<file path="src/rtl/hft_pkg.sv">
// Shared types and constants for the trade report framing path.
package hft_pkg;
  typedef enum logic [2:0] {IDLE, HDR, BODY, TSTAMP, CSUM} frame_state_t;

  localparam int          FRAME_WORDS      = 4;
  localparam logic [7:0]  LEN_FIELD        = 8'h04;
  localparam logic [7:0]  DEFAULT_MSG_TYPE = 8'hA5;

  typedef struct packed {
    logic [31:0] data;
    logic [31:0] ts;
  } fifo_entry_t;
endpackage

</file>
<file path="src/rtl/sync_fifo.sv">
// Single-clock FIFO with first-word fall-through read and a registered occupancy count.
module sync_fifo #(
  parameter int WIDTH = 64,
  parameter int DEPTH = 8
) (
  input  logic                     clk,
  input  logic                     rst,
  input  logic                     push,
  input  logic                     pop,
  input  logic [WIDTH-1:0]         wr_data,
  output logic [WIDTH-1:0]         rd_data,
  output logic                     full,
  output logic                     empty,
  output logic [$clog2(DEPTH):0]   count
);
  localparam int AW = $clog2(DEPTH);

  logic [WIDTH-1:0] mem [DEPTH];
  logic [AW-1:0]    wr_ptr;
  logic [AW-1:0]    rd_ptr;
  logic             do_push;
  logic             do_pop;

  assign full    = (count == (AW+1)'(DEPTH));
  assign empty   = (count == '0);
  assign do_push = push && !full;
  assign do_pop  = pop && !empty;
  assign rd_data = mem[rd_ptr];

  always_ff @(posedge clk) begin
    if (rst) begin
      wr_ptr <= '0;
      rd_ptr <= '0;
      count  <= '0;
    end else begin
      if (do_push) wr_ptr <= wr_ptr + 1'b1;
      if (do_pop)  rd_ptr <= rd_ptr + 1'b1;
      case ({do_push, do_pop})
        2'b10:   count <= count + 1'b1;
        2'b01:   count <= count - 1'b1;
        default: count <= count;
      endcase
    end
  end

  // Storage is never reset; validity is tracked solely by the pointers and count.
  always_ff @(posedge clk) begin
    if (do_push) mem[wr_ptr] <= wr_data;
  end
endmodule

</file>
<file path="src/rtl/trade_report_framer.sv">
// Buffers approved trades and emits each as a 4-word frame: header, trade, timestamp, XOR checksum.
module trade_report_framer
  import hft_pkg::*;
#(
  parameter int          FIFO_DEPTH = 8,
  parameter logic [7:0]  MSG_TYPE   = DEFAULT_MSG_TYPE,
  parameter logic [15:0] SEQ_INIT   = 16'h0000
) (
  input  logic                          clk,
  input  logic                          rst,
  input  logic [31:0]                   trade_data,
  input  logic                          trade_valid,
  input  logic                          trade_approved,
  output logic [31:0]                   tx_data,
  output logic                          tx_valid,
  output logic                          tx_last,
  input  logic                          tx_ready,
  output logic [$clog2(FIFO_DEPTH):0]   fifo_level,
  output logic [15:0]                   drop_count,
  output logic [15:0]                   seq_num,
  output logic                          busy
);
  frame_state_t state;
  fifo_entry_t  wr_entry;
  fifo_entry_t  rd_entry;
  logic [31:0]  ts;
  logic [31:0]  lat_data;
  logic [31:0]  lat_ts;
  logic [31:0]  hdr_word;
  logic [31:0]  next_hdr;
  logic         qualified;
  logic         fifo_full;
  logic         fifo_empty;
  logic         take;
  logic         pop;

  function automatic logic [31:0] frame_csum(input logic [31:0] w0, input logic [31:0] w1,
                                             input logic [31:0] w2);
    return w0 ^ w1 ^ w2;
  endfunction

  assign qualified = trade_valid && trade_approved;
  assign wr_entry  = '{data: trade_data, ts: ts};
  assign take      = tx_valid && tx_ready;
  assign pop       = !fifo_empty && ((state == IDLE) || ((state == CSUM) && take));
  // A pop from CSUM starts the following frame, whose sequence number is one ahead.
  assign next_hdr  = {MSG_TYPE, LEN_FIELD, (state == CSUM) ? seq_num + 16'd1 : seq_num};
  assign busy      = (state != IDLE);

  sync_fifo #(.WIDTH($bits(fifo_entry_t)), .DEPTH(FIFO_DEPTH)) u_fifo (
    .clk     (clk),
    .rst     (rst),
    .push    (qualified),
    .pop     (pop),
    .wr_data (wr_entry),
    .rd_data (rd_entry),
    .full    (fifo_full),
    .empty   (fifo_empty),
    .count   (fifo_level)
  );

  always_ff @(posedge clk) begin
    if (rst) ts <= '0;
    else     ts <= ts + 32'd1;
  end

  always_ff @(posedge clk) begin
    if (rst)                                              drop_count <= '0;
    else if (qualified && fifo_full && drop_count != '1)  drop_count <= drop_count + 16'd1;
  end

  // Capture stage: head entry and header word frozen for the whole frame.
  always_ff @(posedge clk) begin
    if (pop) begin
      lat_data <= rd_entry.data;
      lat_ts   <= rd_entry.ts;
      hdr_word <= next_hdr;
    end
  end

  // Output stage: one registered word per state, advanced only on handshake.
  always_ff @(posedge clk) begin
    if (rst) begin
      state    <= IDLE;
      tx_valid <= 1'b0;
      tx_last  <= 1'b0;
      tx_data  <= '0;
      seq_num  <= SEQ_INIT;
    end else begin
      case (state)
        IDLE: if (pop) begin
          tx_data  <= next_hdr;
          tx_valid <= 1'b1;
          state    <= HDR;
        end
        HDR: if (take) begin
          tx_data <= lat_data;
          state   <= BODY;
        end
        BODY: if (take) begin
          tx_data <= lat_ts;
          state   <= TSTAMP;
        end
        TSTAMP: if (take) begin
          tx_data <= frame_csum(hdr_word, lat_data, lat_ts);
          tx_last <= 1'b1;
          state   <= CSUM;
        end
        CSUM: if (take) begin
          seq_num <= seq_num + 16'd1;
          tx_last <= 1'b0;
          if (pop) begin
            tx_data <= next_hdr;
            state   <= HDR;
          end else begin
            tx_valid <= 1'b0;
            state    <= IDLE;
          end
        end
        default: begin
          tx_valid <= 1'b0;
          tx_last  <= 1'b0;
          state    <= IDLE;
        end
      endcase
    end
  end
endmodule

</file>
<file path="config.mk">
export PLATFORM = sky130hd
export DESIGN_NAME = trade_report_framer
export DESIGN_NICKNAME = d
export VERILOG_FILES = /design/src/rtl/hft_pkg.sv /design/src/rtl/sync_fifo.sv /design/src/rtl/trade_report_framer.sv
export SDC_FILE = /design/constraint.sdc
export NUM_CORES = 1
export LEC_CHECK = 0
export BUFFER_PORTS_ARGS = -buffer_cell sky130_fd_sc_hd__clkbuf_2
export CORE_MARGIN = 8
export CORE_UTILIZATION = 45
export DETAILED_ROUTE_END_ITERATION = 16
export PLACE_DENSITY = 0.62
export SYNTH_ARGS = -nofsm -noshare
export SYNTH_HDL_FRONTEND = slang
export SYNTH_HIERARCHICAL = 1
export SYNTH_SLANG_ARGS = --single-unit
</file>
<file path="constraint.sdc">
create_clock -name clk -period 7.3 [get_ports clk]
set_clock_uncertainty 0.15 [all_clocks]
set_input_delay 1.46 -clock clk [delete_from_list [all_inputs] [get_ports clk]]
set_output_delay 1.46 -clock clk [all_outputs]
set_load 0.1 [all_outputs]
</file>
Word-level counts from Yosys, hierarchy flattened
Memories as Yosys holds them, arrays and structs flattened. A register that Yosys moved wholly into a read port is not among the register bits.
Cells that the tools add are included.
{"block": "word_totals", "romBits": 0, "output_inout_bits": 71, "mem_count": 1, "register_bits": 127, "latchBits": 0, "ramBits": 512, "inputBits": 37}
{"memory": "u_fifo.mem", "words": 8, "word_bits": 64, "rd": 1, "rd_ports_with_merged_regs": 1, "wr": 1, "line_no": "sync_fifo.sv:18", "rtl": "logic [WIDTH-1:0] mem [DEPTH];"}
{"block": "op_classes", "n_mul": 0, "add_sub_neg": 7, "n_eq_ne": 14, "n_bitwise": 4, "n_mux": 24, "order_cmp": 0, "reduce_logical": 23, "shift": 0, "div_mod_pow": 0}
{"cell": "$mux W32", "count": 5}
{"cell": "$pmux W32 S5", "count": 1}
{"cell": "$xor A32 B32 Y32", "count": 2}
{"cell": "$add A16 B1 Y16 const B", "count": 2}
{"cell": "$add A32 B1 Y32 const B", "count": 1}
{"cell": "$mux W16", "count": 1}
{"cell": "$ne A16 B16 Y1 const B", "count": 1}
{"cell": "$mux W3", "count": 5}
{"cell": "$pmux W3 S5", "count": 1}
{"cell": "$ne A2 B2 Y1 const B", "count": 5}
{"cell": "$reduce_and A5 Y1", "count": 2}
{"cell": "$logic_and A1 B1 Y1", "count": 8}
{"cell": "$mux W1", "count": 8}
{"cell": "$pmux W4 S2", "count": 1}
{"cell": "$add A3 B1 Y3 const B", "count": 2}
{"cell": "$eq A3 B2 Y1 const B", "count": 2}
{"cell": "$pmux W1 S3", "count": 2}
{"cell": "$reduce_or A3 Y1", "count": 2}
{"cell": "$reduce_bool A5 Y1", "count": 1}
{"cell": "$add A4 B1 Y4 const B", "count": 1}
{"cell": "$eq A4 B4 Y1 const B", "count": 1}
{"cell": "$logic_not A4 Y1", "count": 1}
{"cell": "$reduce_and A4 Y1", "count": 1}
{"cell": "$sub A4 B1 Y4 const B", "count": 1}
{"cell": "other kinds (13)", "count": 15}

Logic depth before layout (Yosys ltp)
{"block": "depth", "word_depth": 7, "ltp_mapped": 14, "ltp_nobuf": 12}

By module
Netlist, hierarchy kept.
{"mod": "sync_fifo", "seq_area_each_um2": 15635.0, "area_per_inst_um2": 19859.0, "cells_each": 813, "instances": 1}
{"mod": "trade_report_framer", "seq_area_each_um2": 4424.2, "area_per_inst_um2": 8047.7, "cells_each": 804, "instances": 1}

Worst setup path before layout
No wires, ideal clock.
{"block": "synth_path", "path_type": "input to register", "from": "input port trade_valid", "to": "memory u_fifo.mem[0][0] (enable)", "t_arrival_ps": 6419, "stages": 4, "setup_time_ps": 565, "path_buffers": 0, "required_time_ps": 6585, "setup_slack_ps": 166, "cell_sequence": "and2_1 nand2_1 or2_2 nor3_1"}
{"block": "synth_between", "elab_chain_cells": 4}
{"item": "from (decl)", "line_no": "trade_report_framer.sv:12", "rtl": "input logic trade_valid,"}
{"item": "$logic_and A1 B1 Y1", "line_no": "trade_report_framer.sv:42", "rtl": "assign qualified = trade_valid && trade_approved;"}
{"item": "$logic_and A1 B1 Y1", "line_no": "sync_fifo.sv:26", "rtl": "assign do_push = push && !full;"}
{"item": "$mux W1", "line_no": "sync_fifo.sv:48", "rtl": "if (do_push) mem[wr_ptr] <= wr_data;"}
{"item": "$mux W1 (implied by the code)", "line_no": "sync_fifo.sv:48"}
{"item": "to (decl)", "line_no": "sync_fifo.sv:18"}
Every way passes these cells.

Worst setup path in the final report
{"block": "layout_path", "from": "input port tx_ready", "to": "register u_fifo.count[3]"}
{"block": "layout_between", "elab_chain_cells": 7}
{"item": "from (decl)", "line_no": "trade_report_framer.sv:17", "rtl": "input logic tx_ready,"}
{"item": "$logic_and A1 B1 Y1 *", "line_no": "trade_report_framer.sv:44", "rtl": "assign take = tx_valid && tx_ready;"}
{"item": "$logic_and A1 B1 Y1 *", "line_no": "trade_report_framer.sv:45", "rtl": "assign pop = !fifo_empty && ((state == IDLE) || ((state == CSUM) && take));"}
{"item": "$logic_or A1 B1 Y1 *", "line_no": "trade_report_framer.sv:45"}
{"item": "$logic_and A1 B1 Y1 *", "line_no": "trade_report_framer.sv:45"}
{"item": "named net pop", "line_no": "trade_report_framer.sv:35", "rtl": "logic pop;"}
{"item": "$logic_and A1 B1 Y1 *", "line_no": "sync_fifo.sv:27", "rtl": "assign do_pop = pop && !empty;"}
{"item": "named net u_fifo.do_pop", "line_no": "sync_fifo.sv:22", "rtl": "logic do_pop;"}
{"item": "$eq A2 B1 Y1 or $eq A2 B2 Y1 (tied branches)", "line_no": "sync_fifo.sv:38", "rtl": "case ({do_push, do_pop})"}
{"item": "$pmux W4 S2 or $reduce_bool A2 Y1 (tied branches)"}
{"item": "to (signal assigned)", "line_no": "sync_fifo.sv:39", "rtl": "2'b10: count <= count + 1'b1;"}
{"item": "to (signal assigned)", "line_no": "sync_fifo.sv:40", "rtl": "2'b01: count <= count - 1'b1;"}
{"item": "to (signal assigned)", "line_no": "sync_fifo.sv:41", "rtl": "default: count <= count;"}
{"item": "to (decl)", "line_no": "sync_fifo.sv:14", "rtl": "output logic [$clog2(DEPTH):0] count"}
Mark *: on every way through the listed nets, which the timed path passes. The rest lies on a longest branch.
A chain may end at the register's enable or synchronous reset.

==> results.txt <==
status: completed
Ports: 108
root buffer cell: clkbuf_16
Seq cells post-synth: 706
via count: 14600
GRT Residual Overflow: 0
Max clock buf depth: 3
Final Hold Viols: 0
drt wl/cell: 22.6 um
First DRT Iteration DRCs: 1165
slowest CP cell: inv_4
area grow syn2layout: 13.1%
Comb power frac: 16.1%
share of the synthesized area in the top cell type: 63.7%
Final TNS setup: 0 ns
antenna violations before repair: 0
slew margin rel.: 12.5%
largest net degree at the start of global routing: 106
VDD IR max: 0.295 mV
DPL Wire Length: 34400 um
crit start category: input pin
DRC: 0
pre-CTS setup slack: 2.63 ns
clock share of power: 34.8%
clock sink count: 706
Final WS setup: 3.21 ns
PortBufs: 107
Synth Flop Type: edfxtp_1
first-pass GRT wire length: 89700 um
CP Capture Type: register
worst-margin pin slew: 1.31 ns
crit-path cells: clkbuf_2, nand2_1, a21o_1, inv_4, o41a_1, ha_1, or3_1, o32ai_1, mux2_2
Die Ht: 265 um
gr usage total: 16.6%
Int Power: 7520 uW
Die Wd: 265 um
crit-path max FO: 42
CP Buf/Inv Count: 2
sequential-to-total area share from yosys stat: 71.9%
Pwr Density: 324 nW/um^2
clock slew at reported path FFs: 0.06 ns
Final min period: 4.09 ns
Initial Utilization: 45.4%
P_sw: 2710 uW
clock insertion delay at the later pin of the skew report: 0.60 ns
Largest stage delay, worst path: 0.43 ns
Placed Instances: 2456
vias per cell: 5.63
TritonRoute pass-1 iters: 5
TritonCTS clock tree: built
Final #Nets: 1785
critical path class: in2reg
RSZ-0062 raised after global routing: false
number of buffers created by CTS: 72
Net Count, Synth: 1662
Worst Hold Class: reg2reg
fin cells: 2588
commonest non-fill, non-tap cell in the layout: edfxtp_1
Row Count: 91
synth unique cells: 66
f_max: 0.245 GHz
Core ar.: 61500 um^2
Leak: 0.0101 uW
layout cells sized above 1: 25.1%
Syn Area/Cell: 17.3 um^2
multi-input combinational cell area: 7420 um^2
H-tree depth: 3
vias in the first global route: 14700
final WL: 58600 um
Synth Warn #: 6
Critical Path RT: 7.62 ns
asr flop ratio synth: 0%
top post-synthesis cells by area: edfxtp_1 64%, mux4_2 10%, dfxtp_1 8.2%
Post-Syn Instances: 1617
fill count: 4990
cts repair resizes: 0
full die area: 70200 um^2
final period utilization: 56.0%
Max-cap violations: 0
# Post-CTS Setup Buffers: 0
RD Place Congestion: 0.803
FF+latch area: 20100 um^2
hold buffers post-CTS: 0
Synth Cell Area: 27900 um^2
setup violators final: 0
Yosys top cell by area: edfxtp_1
antenna-violating nets left: 0
commonest cells after routing, fill and taps aside: 592 x edfxtp_1, 128 x mux4_2, 109 x dfxtp_1, 106 x clkbuf_2, 94 x nor2_1
Seq pwr share: 49.1%
arrival time at the worst endpoint: 4.41 ns
Slew Limit Fails: 0
delay-heaviest family, CP: compound AO/OA/AOI/OAI gates
Net Sw Frac: 26.5%
Post-synth EDFFs: 592
[layout make-up]
class                           instances  area share (%)
Tap cell                              790            3.13
Multi-Input combinational cell        811            23.5
Inverter                               23           0.281
Clock buffer                           98            6.38
Clock inverter                         32           0.892
Sequential cell                       706            63.6
Timing Repair Buffer                  126            2.20
Antenna cell                            2          0.0159
[state kept, by name, summed over array words and instances, names as in the netlist, named ones only]
signal and cells:
drop_count 16, hdr_word 16, lat_data 32, lat_ts 32, seq_num 16, state 3
ts 32, tx_data 32, tx_last 1, tx_valid 1, u_fifo/count 4, u_fifo/mem 512
u_fifo/rd_ptr 3, u_fifo/wr_ptr 3
[final timing paths]
check | startpoint | end | slack [ns] | cells past startpoint
max | tx_ready | u_fifo/count[3] | 3.21 | 9
min | u_fifo/wr_ptr[0] | u_fifo/wr_ptr[0] | 0.34 | 2
max reg2reg | state[0] | u_fifo/count[3] | 3.49 | 9
min reg2reg | u_fifo/wr_ptr[0] | u_fifo/wr_ptr[0] | 0.34 | 2
[worst min-delay path: cells and delay by family, from the launching register on]
kind               cells  cell delay [ns]
DFF                    1             0.33
AOI/OAI and AO/OA      1             0.05
and+or+nand+nor        1             0.06
[Yosys cell counts (all sizes together), types with 12 or more instances]
cell / count
a21oi: 44
and2: 12
buf: 35
clkbuf: 42
dfxtp: 114
edfxtp: 592
inv: 23
mux2: 66
mux4: 128
nand2: 70
nand3: 46
nand4: 25
nor2: 102
nor2b: 13
nor3: 19
nor3b: 12
o21ai: 45
or3: 18
xnor2: 40
xor2: 47
[power groups by stage]
stage,clock [uW],combinational (uW),sequential [uW]
finish,3560,1650,5020
global route,3790,1790,5070
CTS,3650,1680,5030
detailed placement,0,1670,5110
global placement,0,1660,5090
floorplan,0,1190,5180
[kinds of logic (layout without fill, tap and decap cells)]
kind of cell	count (synthesis)	in the layout	share of synthesized area [%]
AO/OA/AOI/OAI	158	158	3.51
XOR/XNOR	87	87	2.76
adder cells (fa/ha/maj)	8	8	0.359
buffers and inverters	100	279	1.76
flip-flops	706	706	71.9
multiplexers	198	198	13.1
other	0	2	0
AND/OR/NAND/NOR	360	360	6.60
[through the flow]
| step | hold WS [ns] | power [uW] | area (um^2) | utilization, % |
|---|---|---|---|---|
| global route | 0.386 | 10600 | 31600 | 51.3 |
| CTS | 0.348 | 10400 | 31600 | 51.3 |
| finish | 0.343 | 10200 | 31600 | 51.3 |
| global placement | 0.325 | 6750 | 29300 | 47.6 |
| detailed placement | 0.341 | 6780 | 29300 | 47.6 |
| floorplan | 0.312 | 6370 | 27900 | - |
[routing by layer]
layer  track usage (%)  share of wire, %  vias up
met3              3.51               5.5       75
met5                 0                 0        -
li1                  -                 -     6602
met4              4.13               1.9        0
met1              22.6                44     7529
met2              27.4                49      356
Power figures use the tool's default switching activity.
